File: config.mk
export PLATFORM = sky130hd
export DESIGN_NAME = nx_fifo_wm
export DESIGN_NICKNAME = d
export VERILOG_FILES = /design/src/rtl/nx_fifo_wm.sv
export SDC_FILE = /design/constraint.sdc
export NUM_CORES = 2
export LEC_CHECK = 0
export BUFFER_PORTS_ARGS = -buffer_cell sky130_fd_sc_hd__buf_2
export CAP_MARGIN = 0
export CORE_MARGIN = 5
export CORE_UTILIZATION = 52
export CTS_CLUSTER_SIZE = 12
export DETAILED_ROUTE_END_ITERATION = 10
export PLACE_DENSITY = 0.69
export SYNTH_ARGS = -nofsm -noshare
export SYNTH_HDL_FRONTEND = slang
export SYNTH_SLANG_ARGS = --single-unit
File: constraint.sdc
create_clock -name clk -period 5.9 [get_ports clk]
set_input_delay 0.295 -clock clk [delete_from_list [all_inputs] [get_ports clk]]
set_output_delay 0.295 -clock clk [all_outputs]
set_load 0.03 [all_outputs]
File: src/rtl/nx_fifo_wm.sv
// rtl/nx_fifo_wm.sv - parametrised show-ahead FIFO with thresholds, watermark and error flags
//
// Ports:
//   clk, rst            clock (posedge), synchronous active-high reset
//   clear               synchronous flush of pointers, count and watermark
//   wen, wdata          write request and data
//   ren, rdata          read request (pops head) and head entry (0 when empty)
//   empty, full         occupancy is 0 / DEPTH
//   afull, aempty       occupancy >= afull_thresh / <= aempty_thresh
//   afull_thresh        almost-full level (quasi-static)
//   aempty_thresh       almost-empty level (quasi-static)
//   used_slots          current occupancy
//   free_slots          DEPTH - used_slots
//   high_wm, wm_clr     peak occupancy since rst/clear/wm_clr; reload request
//   overflow, underflow registered 1-cycle pulses for rejected write / read
//   err_sticky          {overflow_seen, underflow_seen}, cleared only by rst
module nx_fifo_wm #(
  parameter int DEPTH      = 16,
  parameter int WIDTH      = 106,
  parameter int DATA_RESET = 1,
  localparam int CW        = $clog2(DEPTH + 1)
) (
  input  logic             clk,
  input  logic             rst,
  input  logic             clear,
  input  logic             wen,
  input  logic [WIDTH-1:0] wdata,
  input  logic             ren,
  output logic [WIDTH-1:0] rdata,
  output logic             empty,
  output logic             full,
  output logic             afull,
  output logic             aempty,
  input  logic [CW-1:0]    afull_thresh,
  input  logic [CW-1:0]    aempty_thresh,
  output logic [CW-1:0]    used_slots,
  output logic [CW-1:0]    free_slots,
  output logic [CW-1:0]    high_wm,
  input  logic             wm_clr,
  output logic             overflow,
  output logic             underflow,
  output logic [1:0]       err_sticky
);

  localparam int PW = $clog2(DEPTH);

  logic [PW-1:0]    wptr_q, wptr_d;
  logic [PW-1:0]    rptr_q, rptr_d;
  logic [CW-1:0]    count_q, count_d;
  logic [CW-1:0]    high_wm_q, high_wm_d;
  logic             overflow_q, overflow_d;
  logic             underflow_q, underflow_d;
  logic [1:0]       err_sticky_q, err_sticky_d;
  logic [WIDTH-1:0] mem_q [DEPTH];
  logic [WIDTH-1:0] mem_d [DEPTH];

  logic wr_acc;
  logic rd_acc;

  // Status flags all come straight off the registered count.
  assign empty      = (count_q == '0);
  assign full       = (count_q == CW'(DEPTH));
  assign afull      = (count_q >= afull_thresh);
  assign aempty     = (count_q <= aempty_thresh);
  assign used_slots = count_q;
  assign free_slots = CW'(DEPTH) - count_q;
  assign high_wm    = high_wm_q;
  assign overflow   = overflow_q;
  assign underflow  = underflow_q;
  assign err_sticky = err_sticky_q;
  assign rdata      = empty ? '0 : mem_q[rptr_q];

  // A flush cycle swallows both requests, so no accept and no error pulse.
  assign wr_acc = wen && !full && !clear;
  assign rd_acc = ren && !empty && !clear;

  always_comb begin
    wptr_d       = wptr_q;
    rptr_d       = rptr_q;
    count_d      = count_q;
    high_wm_d    = high_wm_q;
    overflow_d   = wen && full && !clear;
    underflow_d  = ren && empty && !clear;
    err_sticky_d = err_sticky_q | {overflow_d, underflow_d};

    // Explicit wrap keeps non-power-of-two depths inside 0..DEPTH-1.
    if (wr_acc) wptr_d = (wptr_q == PW'(DEPTH - 1)) ? '0 : wptr_q + PW'(1);
    if (rd_acc) rptr_d = (rptr_q == PW'(DEPTH - 1)) ? '0 : rptr_q + PW'(1);

    if (wr_acc && !rd_acc)      count_d = count_q + CW'(1);
    else if (rd_acc && !wr_acc) count_d = count_q - CW'(1);

    // Watermark tracks the post-edge count; a reload request overrides the max.
    if (wm_clr)                  high_wm_d = count_d;
    else if (count_d > high_wm_q) high_wm_d = count_d;

    if (clear) begin
      wptr_d    = '0;
      rptr_d    = '0;
      count_d   = '0;
      high_wm_d = '0;
    end
  end

  always_comb begin
    mem_d = mem_q;
    if (wr_acc) mem_d[wptr_q] = wdata;
  end

  always_ff @(posedge clk) begin
    if (rst) begin
      wptr_q       <= '0;
      rptr_q       <= '0;
      count_q      <= '0;
      high_wm_q    <= '0;
      overflow_q   <= 1'b0;
      underflow_q  <= 1'b0;
      err_sticky_q <= 2'b00;
    end else begin
      wptr_q       <= wptr_d;
      rptr_q       <= rptr_d;
      count_q      <= count_d;
      high_wm_q    <= high_wm_d;
      overflow_q   <= overflow_d;
      underflow_q  <= underflow_d;
      err_sticky_q <= err_sticky_d;
    end
  end

  // Storage reset is optional; without it the array simply holds through rst.
  always_ff @(posedge clk) begin
    if (rst) begin
      if (DATA_RESET != 0) mem_q <= '{default: '0};
    end else begin
      mem_q <= mem_d;
    end
  end

endmodule

==> results_dict.tcl <==
set metrics [dict create \
    outcome "finished clean" \
    drt-initial-drc-count 7318 \
    critPathRequiredTime_ps 5610 \
    placed_cell_area_um2 74300 \
    cts.sinks 1718 \
    viasPerCell 5.98 \
    async_flop_share_pct 0 \
    crit_top_cell "ha_1" \
    place_congestion 0.807 \
    yosysMostFrequentCell "nand2_1" \
    synth_area_um2 73000 \
    hpwl_um 123000 \
    dieArea_um2 148000 \
    path_cells "inv_1 > ha_1 > and2_1 > ha_1 > nand2b_4 > buf_4 > o22ai_1 > buf_2" \
    clk_pin_slew_worst_paths_ps 60 \
    ios 251 \
    yosys.cell_types.count 40 \
    antenna_found_initial 13 \
    tns_ps 0 \
    fmax_mhz 229 \
    synth_warnings 0 \
    root_buffer "clkbuf_16" \
    ant_nets 0 \
    gr-total-overflow 0 \
    dr.pass1.iters 6 \
    cts_setup_buffers 0 \
    synth_edf_count 0 \
    grt_usage_pct 31.0 \
    die_y_um 385 \
    ctsLongestPathBuffers 3 \
    vias 62183 \
    ys_ff_latch 1718 \
    crit_slowest_cell "buf_4" \
    wl_per_cell_um 22.7 \
    worstMarginPinSlew_ps 1240 \
    ys_seq_area_share_pct 47.1 \
    drive_gt1_share_pct 12.6 \
    vdd_drop_max_uv 233 \
    maxCapViolCount 0 \
    syn-num-nets 8796 \
    cp-end-kind "output port" \
    synth_top_cell_by_area "dfxtp_1" \
    crit_type "flip-flop to output port" \
    synth_area_leaders "dfxtp_1 47%, nand2_1 17%, mux4_2 13%" \
    rows 137 \
    nFillCells 12059 \
    synthTopCellsByCount "3402 x nand2_1, 1718 x dfxtp_1, 1703 x a21oi_1, 655 x clkbuf_1, 424 x mux4_2" \
    synth_top_area_share_pct 47.1 \
    slew_viol_final 0 \
    max-slew-margin-rel_pct 17.7 \
    grt_start_max_net_pins 239 \
    cp.arrival_ps 4070 \
    min_period_over_period_pct 74.0 \
    htreeDepth 4 \
    clock_latency_ps 810 \
    ctsResizeCount 0 \
    drc 0 \
    fin_crit_ps 4370 \
    cts_buffers 177 \
    routed_wl_um 236000 \
    final_hold_viol_count 0 \
    port_buffers 250 \
    p_leak_uw 0.0253 \
    power_density_nw_per_um2 289 \
    syn_to_final_growth_pct 11.1 \
    cpPeakStageDelay_ps 780 \
    avgSynthCellArea_um2 8.44 \
    holdCritPathClass "input pin to flip-flop" \
    skew_ps 18.2 \
    rsz0062_at_grt "no" \
    finalNetCount 8527 \
    crit_path_max_fanout 41 \
    synth_flop_cell "dfxtp_1" \
    finalSetupViolations 0 \
    coreArea_um2 140000 \
    tritoncts "done" \
    die_w_um 385 \
    netlist_instances 8649 \
    stdcell_area_um2 81100 \
    grt_first_pass_wirelength_um 360000 \
    critPathLaunchType "flip-flop" \
    first_global_vias 61004 \
    initial_core_util_pct 52.3 \
]
## area by class of cell
class                           instances  area, um2  area share, %
Antenna cell                           15       37.5         0.0463
Inverter                               23       86.3          0.106
Multi-Input combinational cell       5994      35000           43.1
Sequential cell                      1718      34400           42.4
Tap cell                             1876       2350           2.89
Timing Repair Buffer                  466       3650           4.50
Clock buffer                          276       5320           6.56
Clock inverter                         28        282          0.347
## registers in the layout (all words and copies together), names as in the netlist
| name | cells |
|---|---|
| err_sticky | 2 |
| wptr_q | 4 |
| rptr_q | 4 |
| mem_q | 1696 |
| overflow | 1 |
| underflow | 1 |
| high_wm | 5 |
| used_slots | 5 |
## layer usage
metal / up-vias / share of wire (%) / global-route usage [%]
met5: - / 0.011 / 0
met4: 4 / 4.7 / 14.0
met3: 675 / 9.1 / 4.90
met2: 3094 / 48 / 52.0
met1: 30084 / 38 / 39.7
li1: 28326 / - / -
## logic make-up (layout without fill, tap and decap cells)
family	after synthesis	count (layout)	share of synthesized area, %
buf+inv	937	793	5.28
flops	1718	1718	47.1
mux	637	637	16.0
xor+xnor	10	10	0.120
other cells	0	15	0
fa+ha+maj	25	25	0.429
compound gates	1835	1835	12.8
simple gates	3487	3487	18.2
## stage by stage
| step | utilization (%) | hold WS [ps] | worst slack, ps | power (uW) | instances |
|---|---|---|---|---|---|
| after floorplan | - | 433 | 2030 | 12500 | 8649 |
| after global placement | 53.3 | 430 | 1990 | 12700 | 9967 |
| after detailed placement | 53.3 | 443 | 1950 | 12700 | 9967 |
| after CTS | 58.1 | 59.2 | 1510 | 23500 | 10381 |
| after global routing | 58.1 | 126 | 1490 | 24100 | 10384 |
| final | 58.1 | 73.8 | 1530 | 23400 | 10396 |
## worst paths after layout
path / cells past startpoint / start / endpoint / slack (ps)
worst max-delay path: 8 / used_slots[0] / rdata[5] / 1530
worst min-delay path: 2 / rst / mem_q[961] / 70
worst max register to register: 15 / used_slots[1] / high_wm[1] / 1900
worst min register to register: 2 / mem_q[854] / mem_q[854] / 450
## cells in the final DEF (no fill, tap or decap), types with 4 or more instances in the layout
master,netlist,routed
a21oi_1,1703,1703
and2_1,4,4
buf_12,0,39
buf_2,220,249
buf_4,17,67
clkbuf_1,655,54
clkbuf_16,0,183
clkbuf_8,0,39
clkinv_2,0,15
clkinv_8,0,4
dfxtp_1,1718,1715
diode_2,0,15
dlygate4sd3_1,0,110
ha_1,25,25
inv_1,23,23
mux2i_1,213,213
mux4_2,424,424
nand2_1,3402,3402
nand2_2,4,4
nand2b_1,6,5
nand3_4,0,12
nand4_1,7,7
nor2_1,15,14
nor2_4,0,12
nor2b_1,4,4
nor3_4,3,4
o211ai_1,4,4
o21ai_0,7,7
o22ai_1,108,108
xnor2_1,6,6
xor2_1,4,4
## worst max-delay path, delay by kind of cell (launching register included)
family / cells / cell delay (ps)
buffers and inverters: 3 / 1310
AND/OR/NAND/NOR: 2 / 610
AO/OA/AOI/OAI: 1 / 520
adder cells (fa/ha/maj): 2 / 460
flip-flops: 1 / 350
## power breakdown
group | switching, uW | internal [uW] | leakage [uW]
registers | 24.4 | 11600 | 0.0138
logic | 623 | 231 | 0.00867
clock network | 4650 | 6250 | 0.00275
total | 5290 | 18100 | 0.0253
## repair_timing
action | in CTS | in global routing
hold endpoints to repair | 1708 | 0
setup endpoints to repair | 0 | 0
hold buffers | 110 | 0
(Power assumes the default switching activity.)
